### src/rtl/cp_est_ctrl_pkg.sv
// cp_est_ctrl_pkg: shared constants and data types for the CP-based ML
// timing/frequency estimator controller.
//   N/L/PIPE_DELAY  : symbol length, CP length, datapath latency
//   FIRST/START     : first full correlation window / first valid argmax
//   OFFSET          : phase of the argmax counter relative to the sample index
//   rho_t/theta_t/eps_t : SNR weight, timing result, CFO result
package cp_est_ctrl_pkg;
  localparam int N          = 256;
  localparam int L          = 16;
  localparam int PIPE_DELAY = 12;
  localparam int CNT_W      = 10;
  localparam int FRM_W      = 8;

  localparam int FIRST  = 2*N + L;
  localparam int START  = FIRST + PIPE_DELAY;
  localparam int OFFSET = START % N;
  localparam int T_W    = $clog2(START + 1);

  // Counter value held while idle so that sample s=0 sees (0-OFFSET) mod N.
  localparam logic [CNT_W-1:0] C_IDLE = CNT_W'(N - OFFSET);

  typedef logic [15:0]        rho_t;
  typedef logic [9:0]         theta_t;
  typedef logic signed [15:0] eps_t;

  typedef enum logic [1:0] {ST_IDLE, ST_WARMUP, ST_TRACK} state_e;
endpackage

### src/rtl/cp_est_ctrl_if.sv
// cp_est_ctrl_if: sample-stream, rho and result handshake bundle.
//   master : stream source / result sink (drives in_valid, rho_in, theta_in,
//            eps_in, out_ready)
//   slave  : the controller (drives cnt_o, rho_o, out_valid, theta_o, eps_o,
//            frame_idx, overrun, sync_lost)
interface cp_est_ctrl_if;
  import cp_est_ctrl_pkg::*;

  logic             in_valid;
  rho_t             rho_in;
  theta_t           theta_in;
  eps_t             eps_in;
  logic             out_ready;
  logic [CNT_W-1:0] cnt_o;
  rho_t             rho_o;
  logic             out_valid;
  theta_t           theta_o;
  eps_t             eps_o;
  logic [FRM_W-1:0] frame_idx;
  logic             overrun;
  logic             sync_lost;

  modport master (
    output in_valid, rho_in, theta_in, eps_in, out_ready,
    input  cnt_o, rho_o, out_valid, theta_o, eps_o, frame_idx, overrun, sync_lost
  );

  modport slave (
    input  in_valid, rho_in, theta_in, eps_in, out_ready,
    output cnt_o, rho_o, out_valid, theta_o, eps_o, frame_idx, overrun, sync_lost
  );
endinterface

### src/rtl/cp_res_hold.sv
// cp_res_hold: valid/ready result register for the estimator.
//   clk, rst            : clock, synchronous active-low reset
//   ev                  : a new argmax result is valid this cycle
//   theta_in, eps_in    : result to capture on ev
//   out_ready           : downstream accepts the held result
//   out_valid           : register holds an unaccepted result
//   theta_o, eps_o      : held result
//   frame_idx           : frame number of the held result
//   overrun             : sticky, an unaccepted result was overwritten
module cp_res_hold
  import cp_est_ctrl_pkg::*;
(
  input  logic             clk,
  input  logic             rst,
  input  logic             ev,
  input  theta_t           theta_in,
  input  eps_t             eps_in,
  input  logic             out_ready,
  output logic             out_valid,
  output theta_t           theta_o,
  output eps_t             eps_o,
  output logic [FRM_W-1:0] frame_idx,
  output logic             overrun
);
  logic             vld_q, vld_d;
  theta_t           theta_q, theta_d;
  eps_t             eps_q, eps_d;
  logic [FRM_W-1:0] fidx_q, fidx_d;
  logic [FRM_W-1:0] frm_cnt_q, frm_cnt_d;
  logic             ovr_q, ovr_d;

  always_comb begin
    vld_d     = vld_q;
    theta_d   = theta_q;
    eps_d     = eps_q;
    fidx_d    = fidx_q;
    frm_cnt_d = frm_cnt_q;
    ovr_d     = ovr_q;
    if (ev) begin
      // Newest result always wins; losing an unaccepted one is flagged.
      vld_d     = 1'b1;
      theta_d   = theta_in;
      eps_d     = eps_in;
      fidx_d    = frm_cnt_q;
      frm_cnt_d = frm_cnt_q + 1'b1;
      if (vld_q && !out_ready) ovr_d = 1'b1;
    end else if (vld_q && out_ready) begin
      vld_d = 1'b0;
    end
  end

  always_ff @(posedge clk) begin
    if (!rst) begin
      vld_q     <= 1'b0;
      theta_q   <= '0;
      eps_q     <= '0;
      fidx_q    <= '0;
      frm_cnt_q <= '0;
      ovr_q     <= 1'b0;
    end else begin
      vld_q     <= vld_d;
      theta_q   <= theta_d;
      eps_q     <= eps_d;
      fidx_q    <= fidx_d;
      frm_cnt_q <= frm_cnt_d;
      ovr_q     <= ovr_d;
    end
  end

  assign out_valid = vld_q;
  assign theta_o   = theta_q;
  assign eps_o     = eps_q;
  assign frame_idx = fidx_q;
  assign overrun   = ovr_q;
endmodule

### src/rtl/cp_est_ctrl.sv
// cp_est_ctrl: sequencer for the CP-based estimator datapath.
//   clk, rst : clock, synchronous active-low reset
//   bus      : cp_est_ctrl_if.slave -- sample stream in, argmax phase counter
//              and latched rho out, result valid/ready register out,
//              overrun / sync_lost status out.
// Tracks the sample index, drives the argmax phase counter, suppresses argmax
// wraps that occur before the pipeline has filled, and hands real results to
// cp_res_hold.
module cp_est_ctrl
  import cp_est_ctrl_pkg::*;
(
  input  logic          clk,
  input  logic          rst,
  cp_est_ctrl_if.slave  bus
);
  state_e           state_q, state_d;
  logic [CNT_W-1:0] c_q, c_d, c_inc;
  logic [T_W-1:0]   t_q, t_d, t_inc;
  rho_t             rho_q, rho_d;
  logic             sync_lost_q, sync_lost_d;
  logic             ev;

  assign c_inc = (c_q == CNT_W'(N - 1)) ? '0 : c_q + 1'b1;
  // t saturates at START so a wrap is only a real result once warm-up is over.
  assign t_inc = (t_q == T_W'(START)) ? t_q : t_q + 1'b1;

  assign ev = bus.in_valid && (c_q == '0) && (t_q == T_W'(START)) &&
              (state_q != ST_IDLE);

  always_comb begin
    state_d     = state_q;
    c_d         = c_q;
    t_d         = t_q;
    rho_d       = rho_q;
    sync_lost_d = 1'b0;
    case (state_q)
      ST_IDLE: begin
        if (bus.in_valid) begin
          state_d = ST_WARMUP;
          rho_d   = bus.rho_in;
          c_d     = c_inc;
          t_d     = t_inc;
        end
      end
      default: begin
        if (!bus.in_valid) begin
          state_d     = ST_IDLE;
          c_d         = C_IDLE;
          t_d         = '0;
          sync_lost_d = 1'b1;
        end else begin
          c_d = c_inc;
          t_d = t_inc;
          if (ev) state_d = ST_TRACK;
        end
      end
    endcase
  end

  always_ff @(posedge clk) begin
    if (!rst) begin
      state_q     <= ST_IDLE;
      c_q         <= C_IDLE;
      t_q         <= '0;
      rho_q       <= '0;
      sync_lost_q <= 1'b0;
    end else begin
      state_q     <= state_d;
      c_q         <= c_d;
      t_q         <= t_d;
      rho_q       <= rho_d;
      sync_lost_q <= sync_lost_d;
    end
  end

  logic             hold_vld;
  theta_t           hold_theta;
  eps_t             hold_eps;
  logic [FRM_W-1:0] hold_fidx;
  logic             hold_ovr;

  cp_res_hold u_hold (
    .clk       (clk),
    .rst       (rst),
    .ev        (ev),
    .theta_in  (bus.theta_in),
    .eps_in    (bus.eps_in),
    .out_ready (bus.out_ready),
    .out_valid (hold_vld),
    .theta_o   (hold_theta),
    .eps_o     (hold_eps),
    .frame_idx (hold_fidx),
    .overrun   (hold_ovr)
  );

  assign bus.cnt_o     = c_q;
  assign bus.rho_o     = rho_q;
  assign bus.sync_lost = sync_lost_q;
  assign bus.out_valid = hold_vld;
  assign bus.theta_o   = hold_theta;
  assign bus.eps_o     = hold_eps;
  assign bus.frame_idx = hold_fidx;
  assign bus.overrun   = hold_ovr;
endmodule

### src/flat_wrapper.sv
// flat-port wrapper written by rule: the top's interface ports become plain ports
module cp_est_ctrl_flat import cp_est_ctrl_pkg::*;
  (clk, rst, bus_in_valid, bus_rho_in, bus_theta_in, bus_eps_in, bus_out_ready, bus_cnt_o, bus_rho_o, bus_out_valid, bus_theta_o, bus_eps_o, bus_frame_idx, bus_overrun, bus_sync_lost);
  cp_est_ctrl_if bus_i ();
  input  logic clk;
  input  logic rst;
  input wire logic [$bits(bus_i.in_valid)-1:0] bus_in_valid;
  input wire logic [$bits(bus_i.rho_in)-1:0] bus_rho_in;
  input wire logic [$bits(bus_i.theta_in)-1:0] bus_theta_in;
  input wire logic [$bits(bus_i.eps_in)-1:0] bus_eps_in;
  input wire logic [$bits(bus_i.out_ready)-1:0] bus_out_ready;
  output wire logic [$bits(bus_i.cnt_o)-1:0] bus_cnt_o;
  output wire logic [$bits(bus_i.rho_o)-1:0] bus_rho_o;
  output wire logic [$bits(bus_i.out_valid)-1:0] bus_out_valid;
  output wire logic [$bits(bus_i.theta_o)-1:0] bus_theta_o;
  output wire logic [$bits(bus_i.eps_o)-1:0] bus_eps_o;
  output wire logic [$bits(bus_i.frame_idx)-1:0] bus_frame_idx;
  output wire logic [$bits(bus_i.overrun)-1:0] bus_overrun;
  output wire logic [$bits(bus_i.sync_lost)-1:0] bus_sync_lost;
  assign bus_i.in_valid = bus_in_valid;
  assign bus_i.rho_in = bus_rho_in;
  assign bus_i.theta_in = bus_theta_in;
  assign bus_i.eps_in = bus_eps_in;
  assign bus_i.out_ready = bus_out_ready;
  assign bus_cnt_o = bus_i.cnt_o;
  assign bus_rho_o = bus_i.rho_o;
  assign bus_out_valid = bus_i.out_valid;
  assign bus_theta_o = bus_i.theta_o;
  assign bus_eps_o = bus_i.eps_o;
  assign bus_frame_idx = bus_i.frame_idx;
  assign bus_overrun = bus_i.overrun;
  assign bus_sync_lost = bus_i.sync_lost;
  cp_est_ctrl u_core (.clk(clk), .rst(rst), .bus(bus_i));
endmodule
### config.mk
export PLATFORM = sky130hd
export DESIGN_NAME = cp_est_ctrl_flat
export DESIGN_NICKNAME = d
export VERILOG_FILES = /design/src/rtl/cp_est_ctrl_pkg.sv /design/src/rtl/cp_est_ctrl_if.sv /design/src/rtl/cp_res_hold.sv /design/src/rtl/cp_est_ctrl.sv /design/src/flat_wrapper.sv
export SDC_FILE = /design/constraint.sdc
export NUM_CORES = 1
export LEC_CHECK = 0
export ABC_CLOCK_PERIOD_IN_PS = 2150
export CAP_MARGIN = 20
export CORE_MARGIN = 2
export CORE_UTILIZATION = 42
export CTS_CLUSTER_SIZE = 10
export DETAILED_ROUTE_END_ITERATION = 8
export GPL_TIMING_DRIVEN = 0
export PLACE_DENSITY = 0.76
export SLEW_MARGIN = 20
export SYNTH_ARGS = -nofsm -noshare
export SYNTH_HDL_FRONTEND = slang
export SYNTH_SLANG_ARGS = --single-unit
### constraint.sdc
create_clock -name clk -period 2.15 [get_ports clk]
set_clock_uncertainty 0.15 [all_clocks]
set_input_delay 0.43 -clock clk [delete_from_list [all_inputs] [get_ports clk]]
set_output_delay 0.43 -clock clk [all_outputs]
set_load 0.01 [all_outputs]
Yosys cells after proc, flatten, opt, wreduce, memory -nomap -nowiden
Index checks and enable logic that the tools add are counted.

Add/sub/neg operators: 3. Equal/unequal tests: 4. Muxes and demuxes: 15. Bitwise gates (word level): 1. Reductions and logical operators: 14.

Operators with widths (count): two-way mux 10 bit (8); adder 10 x 1 -> 10 bit, second input constant (2); == test 10 bit, second input constant (1); == test 10 x 8 -> 1 bit, second input constant (1); zero test 10 bit (1); adder 8 x 1 -> 8 bit, second input constant (1); two-way mux 2 bit (4); AND reduction 2 bit (3); logical AND 1 bit (5); nonzero test 2 bit (2); two-way mux 1 bit (3); != test 3 x 1 -> 1 bit, second input constant (1); zero test 2 bit (1); != test 2 bit, second input constant (1); OR reduction 2 bit (1); zero test 1 bit (1); inverter 1 bit (1).

Bits in registers: 83. Input port bits: 46. Output and inout bits: 63. Word-level logic and storage cells: 48.

Logic depth before layout (Yosys ltp)
Depth after elaboration: 7. Depth in mapped cells: 9. Mapped depth without buffers: 6.

By module
A second synthesis with hierarchy kept.

Cells, all modules: 375. Area, all modules: 3555.9 um2.

Modules (own cells, without submodules): cp_est_ctrl (times used 1, cells each 222, area each 1855.5 um2, sequential area each 780.7 um2); cp_res_hold (times used 1, cells each 153, area each 1700.4 um2, sequential area each 880.8 um2).

Worst setup path before layout
OpenSTA, ideal clock, no wires.

Path kind: register -> register. Start: register u_core.t_q[0]. End: register u_core.u_hold.theta_q[1], in the netlist u_core.u_hold.theta_o[1]. Setup time: 0.072 ns. Data arrival time: 2.045 ns. Required time: 1.928 ns. Setup slack: -0.117 ns. Cell stages (with the launch flop): 10. Buffers on the path: 3. Period minus slack after synthesis: 2.267 ns. Cells stage by stage: dfxtp_1 inv_1 ha_1 or4b_4 or3_1 buf_6 nor2_8 buf_8 buf_12 mux2i_1.

Cells in the longest elaborated chain, start to end: 3.

RTL lines: from (decl) (line cp_est_ctrl.sv:18) `logic [T_W-1:0] t_q, t_d, t_inc;`; from (signal assigned) (line cp_est_ctrl.sv:70) `t_q <= t_d;`; == test 10 bit (line cp_est_ctrl.sv:27) `assign ev = bus.in_valid && (c_q == '0) && (t_q == T_W'(START)) &&`; logical AND 1 bit (2 in a row) (line cp_est_ctrl.sv:27); to (signal assigned) (line cp_res_hold.sv:62) `theta_q <= theta_d;`; to (decl) (line cp_res_hold.sv:26) `theta_t theta_q, theta_d;`.

Every way passes these cells. A chain may end at the register's enable or synchronous reset.

Worst setup path after layout
Start: register u_core.t_q[0]. End: register u_core.u_hold.fidx_q[4], in the netlist u_core.u_hold.frame_idx[4].

Cells in the longest elaborated chain, start to end: 3.

RTL lines: == test 10 bit (line cp_est_ctrl.sv:27); logical AND 1 bit (2 in a row) (line cp_est_ctrl.sv:27); to (signal assigned) (line cp_res_hold.sv:64) `fidx_q <= fidx_d;`; to (decl) (line cp_res_hold.sv:28) `logic [FRM_W-1:0] fidx_q, fidx_d;`.

Every way passes these cells.

==> impl_metrics.toml <==
[logic_synthesis]
synth-compound-area-share_pct = 9.365
synthAdderAreaFrac_pct = 1.754
yosysSeqAreaShare_pct = 46.58
synth_mux_area_share_pct = 12.10
async_flop_share_pct = 0
synth_cell_type_count = 49
synth_area_leaders = "dfxtp_1 47%, nand2_1 13%, mux2i_1 12%"
synth_top_area_share_pct = 46.58
ys_warn_count = 0
synth-simple-area-share_pct = 25.11
synth_xor_area_share_pct = 0.7366
yosysMostFrequentCell = "nand2_1"
syn-num-nets = 463
synth_ff_type = "dfxtp_1"
synth_top_cell_by_area = "dfxtp_1"
synth-edff-count = 0
synth_common_cells = "127 x nand2_1, 83 x dfxtp_1, 42 x mux2i_1"
synthesis.area_um2 = 3567
synth_top_family_by_area = "simple AND/OR/NAND/NOR gates"
synth.avg_cell_area_um2 = 8.658
synth-seq-cells = 83
syn_inst = 412

[power]
p_leak_nw = 2.033
switchingPower_mw = 0.7562
power.share.clock_pct = 40.7
ir_drop_v = 0.0004082
p_comb_share_pct = 10.3
p_seq_share_pct = 49.0
pwr_density_cell_nw_per_um2 = 609.1
p_sw_share_pct = 23.16
internal-power_mw = 2.509
power_mw = 3.265

[die]
die_y_um = 96.16
placementRows = 33
die_area_um2 = 9247
start_util_pct = 43.41
fp.dieW_um = 96.16
coreArea_um2 = 8217
num_io_pins = 109

[sta]
slew-limit-headroom_pct = 46.52
fin_ws_ns = -0.06250
slew_viol_final = 0
fin_crit_ns = 2.212
finalSetupTns_ns = -0.5196
timing.fmax_mhz = 452.0
setup_viol = 33
timing.final.crit_share_pct = 102.9
worst-slew-pin-transition_ns = 0.7960
rsz0062_at_grt = "true"
hold_violations = 0

[detailed_routing]
viasPerCell = 5.352
ant_nets = 0
drc = 0
wl_um = 10150
vias = 3495
drt-pass1-iter-count = 6
wl_per_cell_um = 15.55
drtIter0Drc = 182

[worst_setup_path]
cp.arrival_ns = 2.34
critical-path-max-stage-delay_ns = 0.47
cp_max_fo = 5
path_buf_inv = 3
crit_type = "reg2reg"
end_kind = "flip-flop"
critPathTopFamily = "simple AND/OR/NAND/NOR gates"
cpMaxStageDelayCell = "or4b_4"
cp.required_ns = 2.28
path_cells = "inv_2 -> ha_4 -> or4b_4 -> or3_4 -> nor2_8 -> buf_12 -> buf_8 -> mux2i_4"
start_kind = "flip-flop"

[finish]
finalNetCount = 596
area_growth_pct = 50.26
diodes = 0
drive_above_1_share_pct = 10.40

[clocking]
clk_path_buf_depth = 2
clk_pin_slew_ns = 0.09
root_buffer = "clkbuf_8"
cts_tree = "built"
htreeDepth = 3
cts_made_buffers = 9
clock_sinks = 83
clock_latency_ns = 0.36
holdBufCountCts = 0

[grt]
overflow = 0
grt_max_degree = 14
grt_antenna_before_repair = 0
first_global_vias = 3328
grt_pass1_wl_um = 15490
track_usage_pct = 21.65

[job]
drv_cap = 0

[placement]
hpwlAfterDp_um = 6506
port_buffers = 107
gp_congestion = 0.9266

[hold_path]
hp-class = "reg2reg"

[outcome]
outcome = "complete, but fails checks"
violations = "setup timing"
sequential cells by signal, indices dropped and copies added (netlist names):
name,flops
u_core.u_hold.overrun,1
u_core.bus.sync_lost,1
u_core.u_hold.theta_o,10
u_core.u_hold.frm_cnt_q,8
u_core.u_hold.eps_o,16
u_core.u_hold.out_valid,1
u_core.t_q,10
u_core.state_q,2
u_core.bus.rho_o,16
u_core.u_hold.frame_idx,8
u_core.bus.cnt_o,10
power by group through the flow:
stage	clock network (mW)	logic, mW	registers, mW
after global placement	0	0.305	1.63
after detailed placement	0	0.309	1.64
final	1.33	0.337	1.60
after floorplan	0	0.124	1.64
after global routing	1.40	0.367	1.60
after CTS	1.34	0.328	1.60
worst register-to-register path, delay by kind of cell, from the launching register on:
family / cells / cell delay (ns)
adders and majority gates: 1 / 0.12
and+or+nand+nor: 3 / 1.00
muxes: 1 / 0.22
DFF: 1 / 0.33
buffers and inverters: 3 / 0.32
cells by family after synthesis:
group	after synthesis
multiplexers	43
XOR/XNOR	3
flip-flops	83
AO/OA/AOI/OAI	52
buffers and inverters	30
adder cells (fa/ha/maj)	5
AND/OR/NAND/NOR	196
cells in the final DEF, fill, tap and decap left out, drive strengths merged, types with 5 or more instances in the layout:
master	count
clkdlybuf4s50	106
a21oi	20
ha	5
nor3	10
nand2b	6
inv	9
nor4	7
buf	21
nor2	9
dfxtp	83
nand2	127
mux2i	42
nand3	14
nand4	7
o21ai	8
clkbuf	23
stage by stage:
stage,util [%],std cells,worst slack [ns],area [um2],hold slack [ns]
final,65.24,653,-0.06250,5360,0.3058
after global routing,65.24,653,-0.1064,5360,0.3304
after CTS,64.38,649,-0.07147,5290,0.3089
after detailed placement,58.06,624,-0.8425,4771,0.2970
after global placement,58.06,624,-0.8645,4771,0.2901
after floorplan,-,412,-0.02121,3568,0.3021
area by class of cell:
cell class / count / area (um2)
tap: 105 / 131.4
inverter: 9 / 33.78
multi-input combinational: 300 / 1902
fill: 649 / 2856
clock inverter: 5 / 103.9
buffer: 20 / 136.4
timing repair buffer: 122 / 1265
sequential: 83 / 1664
clock buffer: 9 / 123.9
repair_timing:
item | CTS | global route
gates cloned | 3 | 1
endpoints found under the setup margin | 65 | 61
gates resized for setup | 29 | 6
endpoints found under the hold margin | 0 | 0
setup buffers | 9 | 4
pin swaps | 5 | 4
layer usage:
metal  GRT usage, %  wire [um]  up-vias  share of wire, %
met5              0          0        -                 0
met4          11.43        294        0               2.9
met3          6.500        766       34               7.5
met2          35.30       4972      148                49
met1          25.51       4120     1629                41
li1               -          -     1684                 -
final timing paths:
check,startpoint,end,slack [ns],cells after the start
setup / recovery,u_core.t_q[0],u_core.u_hold.frame_idx[4],-0.06,8
hold / removal,u_core.bus.rho_o[9],u_core.bus.rho_o[9],0.31,2
setup reg to reg,u_core.t_q[0],u_core.u_hold.frame_idx[4],-0.06,8
hold reg to reg,u_core.bus.rho_o[9],u_core.bus.rho_o[9],0.31,2
Note: power is estimated with default switching activity, not from simulation.
